### config.mk
export PLATFORM = sky130hd
export DESIGN_NAME = seq_divider
export DESIGN_NICKNAME = d
export VERILOG_FILES = /design/src/rtl/seq_divider.sv
export SDC_FILE = /design/constraint.sdc
export NUM_CORES = 1
export LEC_CHECK = 0
export BUFFER_PORTS_ARGS = -buffer_cell sky130_fd_sc_hd__buf_2
export CELL_PAD_IN_SITES_DETAIL_PLACEMENT = 0
export CELL_PAD_IN_SITES_GLOBAL_PLACEMENT = 1
export CORE_MARGIN = 8
export CORE_UTILIZATION = 44
export CTS_CLUSTER_SIZE = 12
export DETAILED_ROUTE_END_ITERATION = 8
export PLACE_DENSITY = 0.77
export RECOVER_POWER = 50
export SLEW_MARGIN = 15
export SYNTH_ARGS = -nofsm -noshare
export SYNTH_HDL_FRONTEND = slang
export SYNTH_SLANG_ARGS = --single-unit
### constraint.sdc
create_clock -name clk -period 3.3 [get_ports clk]
set_input_delay 0.99 -clock clk [delete_from_list [all_inputs] [get_ports clk]]
set_output_delay 0.99 -clock clk [all_outputs]
set_load 0.02 [all_outputs]
### src/rtl/seq_divider.sv
// Sequential unsigned restoring divider: 2N-bit dividend / N-bit divisor,
// one quotient bit per cycle, valid/ready handshake on operands and result.
module seq_divider #(
  parameter int N = 19
) (
  input  logic           clk,
  input  logic           reset_n,
  input  logic           in_valid,
  output logic           in_ready,
  input  logic [2*N-1:0] dividend,
  input  logic [N-1:0]   divisor,
  output logic           out_valid,
  input  logic           out_ready,
  output logic [N-1:0]   quotient,
  output logic [N-1:0]   remainder,
  output logic           div_zero,
  output logic           overflow
);

  localparam int CW = $clog2(N + 1);
  localparam logic [CW-1:0] COUNT_INIT = CW'(N);
  localparam logic [CW-1:0] COUNT_ONE  = CW'(1);

  typedef enum logic [1:0] {
    IDLE = 2'd0,
    RUN  = 2'd1,
    DONE = 2'd2
  } state_t;

  state_t        state_reg;
  logic [N-1:0]  rem_reg;
  logic [N-1:0]  q_reg;
  logic [N-1:0]  divisor_reg;
  logic [CW-1:0] count_reg;

  logic [N:0]    trial;
  logic [N-1:0]  rem_step;
  logic [N-1:0]  q_step;
  logic          hi_ge_divisor;

  // q_reg doubles as the shift register for the low dividend half: its MSB
  // is shifted into the partial remainder while quotient bits enter at the LSB.
  assign trial    = {rem_reg, q_reg[N-1]} - {1'b0, divisor_reg};
  assign rem_step = trial[N] ? {rem_reg[N-2:0], q_reg[N-1]} : trial[N-1:0];
  assign q_step   = {q_reg[N-2:0], ~trial[N]};

  // A high half at or above the divisor means the quotient needs more than N bits.
  assign hi_ge_divisor = (dividend[2*N-1:N] >= divisor);

  always_ff @(posedge clk or negedge reset_n) begin
    if (!reset_n) begin
      state_reg   <= IDLE;
      in_ready    <= 1'b1;
      out_valid   <= 1'b0;
      quotient    <= '0;
      remainder   <= '0;
      div_zero    <= 1'b0;
      overflow    <= 1'b0;
      rem_reg     <= '0;
      q_reg       <= '0;
      divisor_reg <= '0;
      count_reg   <= '0;
    end else begin
      case (state_reg)
        IDLE: begin
          if (in_valid) begin
            if (divisor == '0) begin
              state_reg <= DONE;
              in_ready  <= 1'b0;
              out_valid <= 1'b1;
              div_zero  <= 1'b1;
              quotient  <= '1;
              remainder <= '0;
            end else if (hi_ge_divisor) begin
              state_reg <= DONE;
              in_ready  <= 1'b0;
              out_valid <= 1'b1;
              overflow  <= 1'b1;
              quotient  <= '1;
              remainder <= '0;
            end else begin
              state_reg   <= RUN;
              in_ready    <= 1'b0;
              rem_reg     <= dividend[2*N-1:N];
              q_reg       <= dividend[N-1:0];
              divisor_reg <= divisor;
              count_reg   <= COUNT_INIT;
            end
          end
        end
        RUN: begin
          rem_reg   <= rem_step;
          q_reg     <= q_step;
          count_reg <= count_reg - COUNT_ONE;
          if (count_reg == COUNT_ONE) begin
            state_reg <= DONE;
            out_valid <= 1'b1;
            quotient  <= q_step;
            remainder <= rem_step;
          end
        end
        DONE: begin
          // Popping returns to IDLE; in_ready only rises after this edge.
          if (out_ready) begin
            state_reg <= IDLE;
            out_valid <= 1'b0;
            in_ready  <= 1'b1;
            div_zero  <= 1'b0;
            overflow  <= 1'b0;
          end
        end
        default: begin
          state_reg <= IDLE;
          in_ready  <= 1'b1;
          out_valid <= 1'b0;
          div_zero  <= 1'b0;
          overflow  <= 1'b0;
        end
      endcase
    end
  end

endmodule

* Word-level counts from Yosys, hierarchy flattened
Index checks and enable logic that the tools add are counted.
** Cells by class
- Reduce and logical (&&, ||, !) cells :: 11
- Bitwise gates (word level) :: 4
- $lt $le $gt $ge :: 1
- Equal/unequal tests :: 11
- $add $sub $neg :: 2
- Muxes and demuxes :: 44
** Operator list (number)
- 19-bit two-way mux :: 15
- 19-bit case mux with 2 select lines :: 4
- 4-bit AND reduction :: 5
- 20-bit by 19-bit subtractor with 20-bit output :: 1
- 19-bit greater-or-equal comparator :: 1
- 19-bit zero test :: 1
- 5-bit two-way mux :: 3
- 2-bit inequality test, second input constant :: 7
- 1-bit case mux with 3 select lines :: 4
- 1-bit two-way mux :: 11
- 2-bit two-way mux :: 5
- 5-bit case mux with 2 select lines :: 1
- 2-bit case mux with 3 select lines :: 1
- 3-bit AND reduction :: 2
- 5-bit by 1-bit == test with 1-bit output, second input constant :: 1
- 5-bit AND reduction :: 1
- 5-bit by 1-bit subtractor with 5-bit output, second input constant :: 1
- 1-bit NOT :: 4
- 3-bit inequality test, second input constant :: 1
- 2-bit by 1-bit == test with 1-bit output, second input constant :: 1
- 2-bit == test, second input constant :: 1
- 2-bit zero test :: 1
- 2-bit nonzero test :: 1
** Storage, ports and cells
- Logic and storage cells :: 84
- Output and inout bits :: 42
- Input port bits :: 61
- Bits in registers :: 106

* Longest topological paths before layout
- Depth after elaboration :: 5
- Depth in mapped cells :: 12
- Mapped depth without buffers :: 12

* Worst setup path after synthesis
Ideal clock, no wire load.
- Path kind :: in2reg
- Start :: input divisor[10]
- End :: register count_reg[4]
- Required time :: 3.176 ns
- Buffers on the path :: 2
- Data arrival time :: 2.959 ns
- Setup slack :: 0.217 ns
- Cell stages on the path :: 11
- Setup time :: 0.124 ns
- Cells stage by stage :: inv_1 -> ha_1 -> and3_1 -> nand4_1 -> o21bai_1 -> a311o_1 -> and4_4 -> and2_4 -> buf_6 -> buf_4 -> o31a_1
** On the way
- Word-level cells in the longest chain between the ends :: 3
- Elaborated cells on any way between the ends :: 5
- Those cells by class :: order compare (1); eq/ne (2); reduce/logical (2)
** Ends and longest elaborated chain
- start, declared :: line 11 : input logic [N-1:0] divisor,
- 19-bit greater-or-equal comparator or 19-bit zero test (tied branches) :: line 48, 67
- 2-bit inequality test (no line)
- 4-bit AND reduction (no line) (*)
- end signal, assigned :: line 94 : count_reg <= count_reg - COUNT_ONE;
- end, declared :: line 34 : logic [CW-1:0] count_reg;
Every way passes the cells marked *; elsewhere a longest branch is shown, timed or not.
A chain may end at the register's enable or synchronous reset.

* Worst setup path after layout
- Start :: register q_reg[18]
- End :: register remainder[18]
** On the way
- Word-level cells in the longest chain between the ends :: 4
** Ends and longest elaborated chain
- start, declared :: line 32 : logic [N-1:0] q_reg;
- start signal, assigned :: line 85 : q_reg <= dividend[N-1:0];
- start signal, assigned :: line 93 : q_reg <= q_step;
- 20-bit by 19-bit subtractor with 20-bit output :: line 43 : assign trial = {rem_reg, q_reg[N-1]} - {1'b0, divisor_reg};
- 19-bit two-way mux :: line 44 : assign rem_step = trial[N] ? {rem_reg[N-2:0], q_reg[N-1]} : trial[N-1:0];
- 19-bit two-way mux :: line 95 : if (count_reg == COUNT_ONE) begin
- 19-bit case mux with 2 select lines :: line 64 : case (state_reg)
- end signal, assigned :: line 99 : remainder <= rem_step;
- end, declared :: line 15 : output logic [N-1:0] remainder,
Every way passes these cells. The select of a mux whose other input is x is not followed.

==> impl_metrics.yaml <==
placed_design:
  placement.io_buffers: 102
  place_area_um2: 7108
  place_ws_ns: -0.1748
  hpwl_um: 12100
  gp_congestion: 0.8387
floorplan:
  die_area_um2: 18090
  chipWidth_um: 134.5
  die_y_um: 134.5
  rows: 43
  pin_count: 103
  initial_core_util_pct: 44.69
  coreArea_um2: 13830
run_status:
  status: "finished, final reports clean"
setup_path:
  cp_common_cell: "inv_1"
  cp.required_ns: 3.54
  cp_slowest_cell: "a2111o_1"
  slowest_delay_ns: 0.48
  path_class: "reg2reg"
  cp_max_fo: 3
  startpoint_type: "flip-flop"
  end_kind: "flip-flop"
  worstPathCellList: "inv_1 > ha_1 > inv_1 > fa_1 > a21o_1 > a311o_1 > o2111ai_2 > nand3_2 > a2111o_1 > a21oi_2 > nor4bb_1 > or3_1"
  path_buf_inv: 2
  cp.arrival_ns: 3.39
  path_delay_family: "compound AO/OA/AOI/OAI gates"
job:
  maxCapViolCount: 0
grt:
  grt_use_met2_pct: 31.15
  antenna_found_initial: 0
  grt_pass1_wl_um: 26850
  grt-ovfl-total: 0
  busiest_layer: "met2"
  grt_use_met3_pct: 3.900
  grt_pass1_vias: 5313
  grtUsageTotal_pct: 18.37
  grt_start_max_net_pins: 60
  grtUsageMet1_pct: 23.06
sta:
  setup_violations: 0
  fin_worst_skew_ns: 0.01292
  fin_crit_sh_pct: 95.37
  relSlewSlack_pct: 16.16
  hold_ws_ns: 0.5002
  worstMarginPinSlew_ns: 1.258
  rsz0062_at_grt: "no"
  finalHoldViolations: 0
  period_needed_ns: 3.147
  fmax_ghz: 0.3178
  slew_violations: 0
  worst_slack_ns: 0.1529
layout:
  antenna_cells: 0
  final_common_cell: "dfrtp_1"
  drive_above_1_share_pct: 20.39
  syn_to_final_growth_pct: 19.09
  final_util_pct: 53.23
  fin_area_um2: 7360
  final_cell_mix: "dfrtp_1, buf_2, mux2i_1"
  layout.nets: 867
route:
  drtIter0Drc: 225
  vias_per_cell: 5.292
  drc: 0
  vias: 5027
  drtAntennaViolNets: 0
  drt-total-wl_um: 16030
  wl_per_cell_um: 16.87
  dr.pass1.iters: 4
synthesis:
  async_flop_share_pct: 100.0
  yosysWarnings: 0
  ys_ff_latch: 106
  synth.distinct_cells: 62
  synthTopCellsByArea: "dfrtp_1, mux2i_1, ha_1"
  synthFlopType: "dfrtp_1"
  yosysTopAreaCell: "dfrtp_1"
  synth_top_cell_area_share_pct: 42.52
  synth_seq_area_share_pct: 42.94
  synth-edff-count: 0
  synth_nets: 743
  synthCells: 641
  synth.avg_cell_area_um2: 9.641
  mappedNetlistArea_um2: 6180
worst_hold_path:
  hp-class: "reg2reg"
cts:
  holdBufCountCts: 0
  cts_tree: "yes"
  clk_latency_ns: 0.36
  clkTransAtPathRegs_ns: 0.08
  cts.sinks: 106
  htreeDepth: 3
  cts_setup_buffers: 0
  cts.repair.resized: 0
  clock_tree.buffer_depth: 2
  cts_buffers: 9
  cts_root_buffer: "clkbuf_16"
pwr:
  ir_drop_v: 0.0004300
  power.density_nw_per_um2: 1113
  p_leak_nw: 3.567
[worst register-to-register path, cell delays in order, from the launching register on]
cell       delay, ns
dfrtp_1         0.40
inv_1           0.08
ha_1            0.19
inv_1           0.06
fa_1            0.39
a21o_1          0.21
a311o_1         0.41
o2111ai_2       0.13
nand3_2         0.12
a2111o_1        0.48
a21oi_2         0.15
nor4bb_1        0.06
or3_1           0.35
[metal layers]
| layer | part of all wire, % | wire, um |
|---|---|---|
| met4 | 1.4 | 218 |
| met1 | 46 | 7343 |
| met3 | 3.6 | 579 |
| met5 | 0 | 0 |
| met2 | 49 | 7888 |
[layout make-up]
class / instances / area (um^2)
sequential: 106 / 2654
multi-input combinational: 439 / 3118
clock buffer: 9 / 225.2
inverter: 68 / 255.2
fill: 1316 / 6467
clock inverter: 7 / 67.56
timing repair buffer: 141 / 814.5
tap: 180 / 225.2
[synth_stat cells (2+ instances only)]
| master | count |
|---|---|
| dfrtp_1 | 105 |
| mux2i_1 | 72 |
| inv_1 | 68 |
| nor2_1 | 58 |
| nand2_1 | 54 |
| a21oi_1 | 42 |
| ha_1 | 40 |
| a31oi_1 | 22 |
| o22ai_1 | 20 |
| o21ai_0 | 17 |
| clkbuf_1 | 13 |
| xnor2_1 | 13 |
| nand3_1 | 10 |
| nand2b_1 | 8 |
| a21o_1 | 7 |
| buf_2 | 7 |
| buf_4 | 5 |
| nand4_1 | 5 |
| nor2b_1 | 5 |
| or3_1 | 5 |
| nor4_1 | 4 |
| o211ai_1 | 4 |
| a211oi_1 | 3 |
| buf_6 | 3 |
| nand3_2 | 3 |
| o21a_1 | 3 |
| o21bai_1 | 3 |
| a21oi_2 | 2 |
| a22o_1 | 2 |
| a311o_1 | 2 |
| and3_1 | 2 |
| mux2_2 | 2 |
| o31ai_1 | 2 |
| xor2_1 | 2 |
[stage by stage]
step	cells	power, mW	TNS, ns
final	950	8.194	0
after global routing	950	8.895	0
after CTS	950	8.276	0
after detailed placement	934	7.147	-7.117
after global placement	934	7.048	-5.859
after floorplan	641	5.947	0
[power by group]
part	internal, mW	leakage [nW]	switching (mW)
sequential	1.90	1.23	0.361
clock	0.535	0.146	0.557
combinational	2.03	2.20	2.82
[kinds of logic after synthesis]
kind of cell,after synthesis,synth area share (%)
adder cells (fa/ha/maj),41,8.423
AO/OA/AOI/OAI,141,14.94
multiplexers,74,12.03
buffers and inverters,96,6.641
XOR/XNOR,15,2.126
flip-flops,106,42.94
AND/OR/NAND/NOR,168,12.90
[path summary, 6_finish.rpt]
path	endpoint	startpoint	slack [ns]	cells past startpoint
min	overflow$_DFFE_PN0P_	overflow$_DFFE_PN0P_	0.50	1
max reg2reg	remainder[18]$_DFFE_PN0P_	q_reg[18]$_DFFE_PN0P_	0.15	12
max	remainder[18]$_DFFE_PN0P_	q_reg[18]$_DFFE_PN0P_	0.15	12
min in group asynchronous	count_reg[1]$_DFFE_PN0P_	reset_n	0.90	1
min reg2reg	overflow$_DFFE_PN0P_	overflow$_DFFE_PN0P_	0.50	1
max in group asynchronous	remainder[13]$_DFFE_PN0P_	reset_n	0.88	2
(Power assumes the default switching activity.)
